$ cat src/rtl/bin2bcd_seq.sv
// Sequential shift-add-3 binary to BCD converter, one bit per clock.
// Optional: define BIN2BCD_AUTO_UPDATE_EN to self-start whenever x changes.
module bin2bcd_seq #(
   parameter int WIDTH  = 16,
   parameter int DIGITS = 5
) (
   input  logic                  clk,
   input  logic                  rst_n,
   input  logic [WIDTH-1:0]      x,
   input  logic                  start,
   output logic [4*DIGITS-1:0]   bcd,
   output logic                  valid,
   output logic                  busy,
   output logic                  ovf
);

   localparam int SW = 4*DIGITS + 4;
   localparam int CW = (WIDTH > 1) ? $clog2(WIDTH) : 1;

   typedef enum logic {IDLE, SHIFT} state_t;

   state_t           state, state_nx;
   logic [WIDTH-1:0] sr;
   logic [SW-1:0]    scr;
   logic [SW-1:0]    adj;
   logic [SW-1:0]    scr_nx;
   logic             carry;
   logic [CW-1:0]    cnt;
   logic             sticky;
   logic             go;
   logic             done;
   logic             load;
   logic             step;
   logic             over;

`ifdef BIN2BCD_AUTO_UPDATE_EN
   logic [WIDTH-1:0] last_x;
   assign go = start | (x != last_x);
`else
   assign go = start;
`endif

   assign done = (state == SHIFT) && (cnt == CW'(WIDTH-1));

   // Add 3 to every scratch digit that is 5 or more, guard digit included
   always_comb begin
      adj = scr;
      for (int i = 0; i <= DIGITS; i++) begin
         if (scr[4*i +: 4] >= 4'd5)
            adj[4*i +: 4] = scr[4*i +: 4] + 4'd3;
      end
   end

   assign carry  = adj[SW-1];
   assign scr_nx = {adj[SW-2:0], sr[WIDTH-1]};
   assign over   = sticky | carry | (scr_nx[SW-1:SW-4] != 4'd0);

   // State register
   always_ff @(posedge clk or negedge rst_n) begin
      if (!rst_n)
         state <= IDLE;
      else
         state <= state_nx;
   end

   // Next-state logic
   always_comb begin
      state_nx = state;
      unique case (state)
         IDLE:    if (go) state_nx = SHIFT;
         SHIFT:   if (done) state_nx = IDLE;
         default: state_nx = IDLE;
      endcase
   end

   // FSM outputs
   always_comb begin
      busy = 1'b0;
      load = 1'b0;
      step = 1'b0;
      unique case (state)
         IDLE:    load = go;
         SHIFT: begin
            busy = 1'b1;
            step = 1'b1;
         end
         default: ;
      endcase
   end

   // Shift datapath; sticky remembers any bit pushed out of the scratch
   always_ff @(posedge clk or negedge rst_n) begin
      if (!rst_n) begin
         sr     <= '0;
         scr    <= '0;
         cnt    <= '0;
         sticky <= 1'b0;
      end else if (load) begin
         sr     <= x;
         scr    <= '0;
         cnt    <= '0;
         sticky <= 1'b0;
      end else if (step) begin
         sr     <= sr << 1;
         scr    <= scr_nx;
         cnt    <= cnt + CW'(1);
         sticky <= sticky | carry;
      end
   end

   // Result registers, updated only at completion
   always_ff @(posedge clk or negedge rst_n) begin
      if (!rst_n) begin
         bcd   <= '0;
         ovf   <= 1'b0;
         valid <= 1'b0;
      end else begin
         valid <= done;
         if (done) begin
            ovf <= over;
            bcd <= over ? {DIGITS{4'h9}} : scr_nx[4*DIGITS-1:0];
         end
      end
   end

`ifdef BIN2BCD_AUTO_UPDATE_EN
   // Last loaded value, drives the change-triggered self start
   always_ff @(posedge clk or negedge rst_n) begin
      if (!rst_n)
         last_x <= '0;
      else if (load)
         last_x <= x;
   end
`endif

endmodule
$ cat config.mk
export PLATFORM = sky130hd
export DESIGN_NAME = bin2bcd_seq
export DESIGN_NICKNAME = d
export VERILOG_FILES = /design/src/rtl/bin2bcd_seq.sv
export SDC_FILE = /design/constraint.sdc
export NUM_CORES = 1
export LEC_CHECK = 0
export BUFFER_PORTS_ARGS = -buffer_cell sky130_fd_sc_hd__buf_2
export CORE_ASPECT_RATIO = 1.4
export CORE_MARGIN = 4
export CORE_UTILIZATION = 60
export CTS_BUF_LIST = sky130_fd_sc_hd__clkbuf_4
export CTS_CLUSTER_DIAMETER = 40
export DETAILED_ROUTE_END_ITERATION = 8
export PLACE_DENSITY = 0.86
export SETUP_SLACK_MARGIN = 0.02
export SKIP_CTS_REPAIR_TIMING = 1
export SYNTH_ARGS = -nofsm -noshare
export SYNTH_HDL_FRONTEND = slang
export SYNTH_SLANG_ARGS = --single-unit
$ cat constraint.sdc
create_clock -name clk -period 3.77 [get_ports clk]
set_input_delay 0 -clock clk [delete_from_list [all_inputs] [get_ports clk]]
set_output_delay 0 -clock clk [all_outputs]
set_load 0.1 [all_outputs]
# Word-level counts from Yosys, hierarchy flattened
# Index checks and enable logic that the tools add are counted.
[totals] output_inout_bits=23 reg_bits=68 word_cells=48
[op_classes] n_addsub=7 reduce_logical=3 n_eq_ne=1 bitwise_logic=3 muxes=20 n_lt_le_gt_ge=6
[ops] cell="$mux W24" count=2
[ops] cell="$mux W16" count=2
[ops] cell="$mux W4" count=8
[ops] cell="$add A4 B2 Y4 const B" count=6
[ops] cell="$ge A4 B3 Y1 const B" count=6
[ops] cell="$mux W20" count=1
[ops] cell="$mux W1" count=6
[ops] cell="$add A4 B1 Y4 const B" count=1
[ops] cell="$eq A4 B4 Y1 const B" count=1
[ops] cell="$reduce_bool A4 Y1" count=1
[ops] cell="$or A1 B1 Y1" count=2
[ops] cell="$pmux W1 S2" count=1
[ops] cell="$reduce_bool A2 Y1" count=1
[ops] cell="$logic_and A1 B1 Y1" count=1
[ops] cell="$not A1 Y1" count=1

# Depth between registers and ports, before layout
# Gate-level depths: netlist of the first run.
[logic_depth] depth_word=5 ltp_mapped=8 mapped_depth_nobuf=6

# Least setup slack after synthesis of the first run
# Ideal clock, no wire load.
[synth_path] path_type="reg2reg" startpoint="reg state" endpoint="reg bcd[18]" stages_incl_launch_ff=7 arrival_time_ns=2.214 path_buffers=1 path_slack_ns=1.464 synth_period_minus_slack_ns=2.306 t_required_ns=3.678 setup_time_ns=0.092 path_cell_list="dfrtp_1 nand4_1 inv_1 and3_1 mux2i_1 buf_4 o31ai_2"
[synth_between] elab_chain_len=1
[synth_lines] element="start, declared" line_no="22" rtl="state_t state, state_nx;"
[synth_lines] element="start signal, assigned" line_no="63" rtl="state <= state_nx;"
[synth_lines] element="$logic_and A1 B1 Y1" line_no="43" rtl="assign done = (state == SHIFT) && (cnt == CW'(WIDTH-1));"
[synth_lines] element="end signal, assigned" line_no="121" rtl="bcd <= over ? {DIGITS{4'h9}} : scr_nx[4*DIGITS-1:0];"
[synth_lines] element="end, declared" line_no="11" rtl="output logic [4*DIGITS-1:0] bcd,"
# Every way passes these cells.
# A chain may end at the register's enable or synchronous reset.

# Worst setup path after layout of the first run
[layout_path] startpoint="reg scr[20]" endpoint="reg bcd[12]"
[layout_between] elab_chain_len=5 word_cells_on_any_way=7
[layout_lines] element="start, declared" line_no="24" rtl="logic [SW-1:0] scr;"
[layout_lines] element="start signal, assigned" line_no="105" rtl="scr <= scr_nx;"
[layout_lines] element="$add A4 B2 Y4 / $ge A4 B3 Y1 (equally long branches)" line_no="50, 49"
[layout_lines] element="$mux W4 *" line_no="49" rtl="if (scr[4*i +: 4] >= 4'd5)"
[layout_lines] element="$reduce_bool A4 Y1 / $or A1 B1 Y1 (equally long branches)" line_no="56" rtl="assign over = sticky | carry | (scr_nx[SW-1:SW-4] != 4'd0);"
[layout_lines] element="$or A1 B1 Y1 *" line_no="56"
[layout_lines] element="$mux W20 *" line_no="121"
# Mark *: on every way between the ends. The rest lies on a longest branch, timed or not.

==> results.tsv, run 1 <==
metric	value	unit
register area share after synthesis	50.2	%
clock-pin slew on the worst setup and hold paths	0.10	ns
hold_sp	start	
Vias	2610	
CP Cell Sequence	inv_1, ha_1, or4_1, o221a_2, a2111o_1, o32a_1	
core area	5490	sq um
RR Endpoint	bcd[12]	
CTS tree	yes	
first-pass detailed-route iteration total	4	
Synth top cells by count	dfrtp_1, nand2_1, o21ai_0	
cell taking the most area after synthesis	dfrtp_1	
Nets	412	
RePlAce Congestion	0.864	
die area	6930	sq um
r2r startpoint	scr[20]	
initial antenna violation count	0	
post-synthesis area per instance	10.5	sq um
Routed WL	7220	microns
diode count	0	
Starting Density	61.7	%
total of max-cap violations	0	
drt via density	5.76	
Synth Net Count	354	
Final Setup Violations	0	
TritonCTS Buffers	9	
worst-margin pin slew	1.03	ns
Crit. End Element	flip-flop	
vias in the first global route	2570	
Critical Path Start Type	flip-flop	
Worst Hold Class	in -> reg	
WP data required	4.07	ns
antenna viol nets, final	0	
Mapped Cells	322	
hold depth	3	
Post-synth EDFFs	0	
HPWL Detailed	4700	microns
endpoints failing hold	0	
Area Growth Syn to Fin	16.8	%
Max stage delay on crit path	0.75	ns
global route total overflow	0	
clock skew	0.0184	ns
I/O Pins	42	
DRT iter0 DRCs	159	
fin crit period	2.72	ns
Sinks on Clock Net	68	
Max VDD drop	0.410	mV
Max Root-Sink Buffers	2	
P per Cell Area	883	nW/um^2
Routed WL per cell	15.9	microns
Die Y-Extent	96.9	microns
Reg2Reg Depth	6	
Post-synth top flop	dfrtp_1	
WP data arrival	3.02	ns
leading cell type by number of instances after synthesis	dfrtp_1	
Worst path slowest cell	a2111o_1	
synth unique cells	34	
layout cell share with drive strength beyond 1	19.5	%
Synth warnings	0	
critical path class	reg -> reg	
RSZ-0062 raised after global routing	false	
setup tns final	0	ns
synthesized flop and latch total	68	
GRT Resource Usage Total	21.8	%
top post-synthesis cells by area	dfrtp_1, nand2_1, o21ai_0	
first-pass GRT wire length	12000	microns
period utilisation layout	72.1	%
Leak	1.81	nW
root buffer cell	clkbuf_4	
FMAX	0.368	GHz
I/O Buffers	41	
slew margin rel.	31.4	%
status	completed	
die span in x	71.5	microns
# rows	32	
Util after Layout	72.1	%
largest net degree at the start of global routing	50	
CP bufs+invs	1	
Slew Limit Fails	0	
clock latency on the worst-skew pair	0.42	ns
Max H-tree Level	3	
register-to-register setup slack	1.05	ns
asr flop ratio synth	100	%
Mapped Area	3390	sq um
CP Max Fanout	19	
Top Family by Delay on Critical Path	compound AO/OA/AOI/OAI gates	
DRC Markers	0	
top cell type's share of synthesized area	50.2	%
WHS Endpoint	sr[0]	
[registers in the layout, indices dropped and copies added, names as in the netlist]
signal,count
scr,24
bcd,20
sr,16
cnt,4
ovf,1
state,1
sticky,1
valid,1
[worst min-delay path, cell delays in order]
cell	delay, ns
buf_2	0.27
mux2i_1	0.21
nor2_1	0.05
[placed cells by master, fill, tap and decap left out, drive strengths merged, types with 2 or more instances in the layout]
cell and instances:
o32a 8, dfrtp 68, a31oi 2, bufinv 2
o21ai 41, a22o 10, inv 15, buf 45
dlygate4sd3 17, mux2i 18, clkbuf 10, a211oi 3
nor3b 4, mux2 6, o31ai 11, nand2 57
ha 13, a21oi 12, nand3 2, nand2b 10
xnor2 7, clkinv 3, nor2 11
[metal layers]
layer / wire [microns] / global-route usage [%] / vias to the layer above
met3: 438 / 5.09 / 14
met4: 148 / 10.1 / 0
met5: 0 / 0 / -
li1: - / - / 1257
met2: 3760 / 33.7 / 87
met1: 2870 / 28.8 / 1252
[worst max path at each step]
stage | startpoint | endpoint | slack [ns] | depth (start not counted)
finish | scr[20] | bcd[12] | 1.05 | 6
floorplan | state | bcd[18] | 1.46 | 6
CTS | scr[20] | bcd[12] | 1.05 | 6
detailed placement | scr[20] | bcd[12] | 1.06 | 6
global placement | scr[20] | bcd[11] | 1.12 | 6
global route | cnt[0] | bcd[12] | 0.87 | 7
[final cells by class]
type,instances,area (sq um)
Clock buffer,10,75.1
Clock inverter,6,78.8
Fill cell,374,1530
Inverter,15,56.3
Multi-Input combinational cell,224,1550
Sequential cell,68,1700
Tap cell,68,85.1
Timing Repair Buffer,62,405
[per-stage QoR]
step | hold slack (ns) | cells | instance area, sq um | power, mW | setup WS (ns)
after global routing | 0.177 | 453 | 3960 | 3.76 | 0.866
after CTS | -0.286 | 436 | 3790 | 3.50 | 1.05
final | 0.159 | 453 | 3960 | 3.49 | 1.05
after detailed placement | 0.182 | 420 | 3630 | 2.97 | 1.06
after global placement | 0.171 | 420 | 3630 | 2.88 | 1.12
after floorplan | -0.296 | 322 | 3390 | 2.60 | 1.46
[power breakdown]
group	switching [mW]	internal, mW	total [mW]
registers	0.233	1.00	1.24
clock network	0.252	0.270	0.522
logic	1.17	0.564	1.74
total	1.66	1.84	3.49
[cell families (layout without fill, tap and decap cells)]
kind of cell | after synthesis | after routing | synth area share, %
flops | 68 | 68 | 50.2
mux | 24 | 24 | 7.31
buf+inv | 30 | 93 | 3.99
fa+ha+maj | 13 | 13 | 4.80
simple gates | 88 | 88 | 11.3
xor+xnor | 8 | 8 | 2.07
compound gates | 91 | 91 | 20.3
Note: power is estimated with default switching activity, not from simulation.
==> inputs of run 2 (changes only) <==
Clock period 3.77 ns to 2.65 ns, I/O delays scaled along.
==> run 2 against run 1 <==
  * First-iteration DRC count down 14%
  * Register-to-register slack worse by 0.85 ns
  * Clock skew decreased by 0.0056 ns
  * Wire length is 2.3% lower
  * Core utilization up 0.55 points
  * Worst hold slack got worse by 0.10 ns
==> results.tsv, run 2 (synthesized netlist as in run 1, its figures left out) <==
metric	value	unit	change
status	completed		
Vias	2601		-0.34%
RSZ-0062 raised after global routing	false		
initial antenna violation count	0		unchanged
CP Max Fanout	19		unchanged
DRC Markers	0		unchanged
worst-margin pin slew	0.552	ns	-0.477 ns
endpoints failing hold	0		unchanged
largest net degree at the start of global routing	50		unchanged
Max H-tree Level	3		unchanged
Sinks on Clock Net	68		unchanged
clock-pin slew on the worst setup and hold paths	0.11	ns	about the same
cell count after placement	424		+0.95%
drt via density	5.69		-1.2%
FILL cells	381		+1.9%
period utilisation layout	92.3	%	+20 points
RR Endpoint	bcd[12]		
Crit. End Element	flip-flop		
layout cell share with drive strength beyond 1	20.8	%	+1.3 points
HPWL Detailed	4770	microns	+1.6%
Reg2Reg Depth	7		+1
r2r startpoint	scr[20]		
Routed WL	7050	microns	-2.3%
Max Root-Sink Buffers	2		unchanged
FMAX	0.409	GHz	+11%
most flop-heavy register	scr		
die span in x	71.5	microns	unchanged
Final Setup Violations	0		unchanged
Slew Limit Fails	0		unchanged
slew margin rel.	63.2	%	+32 points
P per Cell Area	1240	nW/um^2	+41%
clock skew	0.0128	ns	-0.00559 ns
RePlAce Congestion	0.869		+0.66%
register-to-register setup slack	0.20	ns	-0.85 ns
top flop regs	scr (24), bcd (20), sr (16)		
root buffer cell	clkbuf_4		
global route total overflow	0		unchanged
core area	5490	sq um	unchanged
diode count	0		unchanged
clock latency on the worst-skew pair	0.41	ns	about the same
antenna viol nets, final	0		unchanged
Critical Path Start Type	flip-flop		
most frequent cells in the layout	dfrtp_1, nand2_1, o21ai_0, buf_2		
setup tns final	0	ns	unchanged
die area	6930	sq um	unchanged
total of max-cap violations	0		unchanged
vias in the first global route	2600		+1.2%
I/O Buffers	41		unchanged
max reg flops	24		unchanged
Max VDD drop	0.758	mV	+85%
# rows	32		unchanged
Starting Density	61.7	%	unchanged
CTS tree	yes		
final cell count without fillers	457		+0.88%
fin crit period	2.45	ns	-0.274 ns
DRT iter0 DRCs	137		-14%
first-pass detailed-route iteration total	4		unchanged
commonest non-fill, non-tap cell in the layout	dfrtp_1		
TritonCTS Buffers	9		unchanged
Routed WL per cell	15.4	microns	-3.2%
critical path class	reg -> reg		
first-pass GRT wire length	11700	microns	-2.8%
WP data required	2.95	ns	-1.12 ns
WP data arrival	2.74	ns	-0.28 ns
I/O Pins	42		unchanged
hold slack	0.0549	ns	-0.104 ns
Area Growth Syn to Fin	17.7	%	
Leak	1.83	nW	+1.5%
Worst Hold Class	in -> async		
Die Y-Extent	96.9	microns	unchanged
GRT Resource Usage Total	21.1	%	-0.72 points
Nets	416		+0.97%
[run 2: cell types whose count changed in the layout (fill, tap and decap cells not counted), sizes merged]
cell and delta:
clkinvlp -1, clkinv +1, buf +4
[run 2: area by class of cell]
type	instances	area [sq um]	share of cell area (%)
repair buffers	66	435	10.9
inverters	15	56.3	1.41
multi-input cells	224	1550	39.0
clock inverters	6	78.8	1.98
well taps	68	85.1	2.13
clock buffers	10	75.1	1.88
flip-flops and latches	68	1700	42.7
[run 2: critical path: stages, from the launching register on]
cell and delay, ns:
dfrtp_1 0.46, inv_1 0.10, ha_1 0.26, or4_1 0.40, o221a_2 0.16, a2111o_1 0.34, buf_4 0.24, o32a_1 0.37
[run 2: worst max-delay path by stage]
stage	from	to	slack [ns]
2_1_floorplan	state	bcd[18]	0.34
3_3_place_gp	scr[20]	bcd[11]	0.31
3_5_place_dp	scr[20]	bcd[7]	0.24
4_1_cts	scr[20]	bcd[12]	0.20
5_1_grt	scr[20]	bcd[12]	0.07
6_report	scr[20]	bcd[12]	0.20
[run 2: routing by layer]
layer	up-vias	wire length [microns]	global-route usage, %	share of wire (%)
li1	1260	-	-	-
met1	1263	2750	25.2	39
met2	66	3770	36.0	53
met3	12	392	4.89	5.6
met4	0	138	8.39	2.0
met5	-	0	0	0
[run 2: stage by stage]
step                setup slack (ns)  instance area (sq um)  total power [mW]  utilization (%)
finish                         0.205                   3990              4.96             72.7
global route                  0.0696                   3990              5.33             72.7
global placement               0.313                   3660              4.09             66.8
detailed placement             0.236                   3660              4.22             66.8
CTS                            0.203                   3820              4.97             69.6
floorplan                      0.344                   3390              3.70                -
[run 2: report_power, final]
group / total, mW / leakage, nW / internal (mW) / switching, mW
combinational: 2.46 / 0.907 / 0.816 / 1.64
sequential: 1.76 / 0.840 / 1.43 / 0.334
clock: 0.739 / 0.0876 / 0.386 / 0.353
total: 4.96 / 1.83 / 2.63 / 2.33
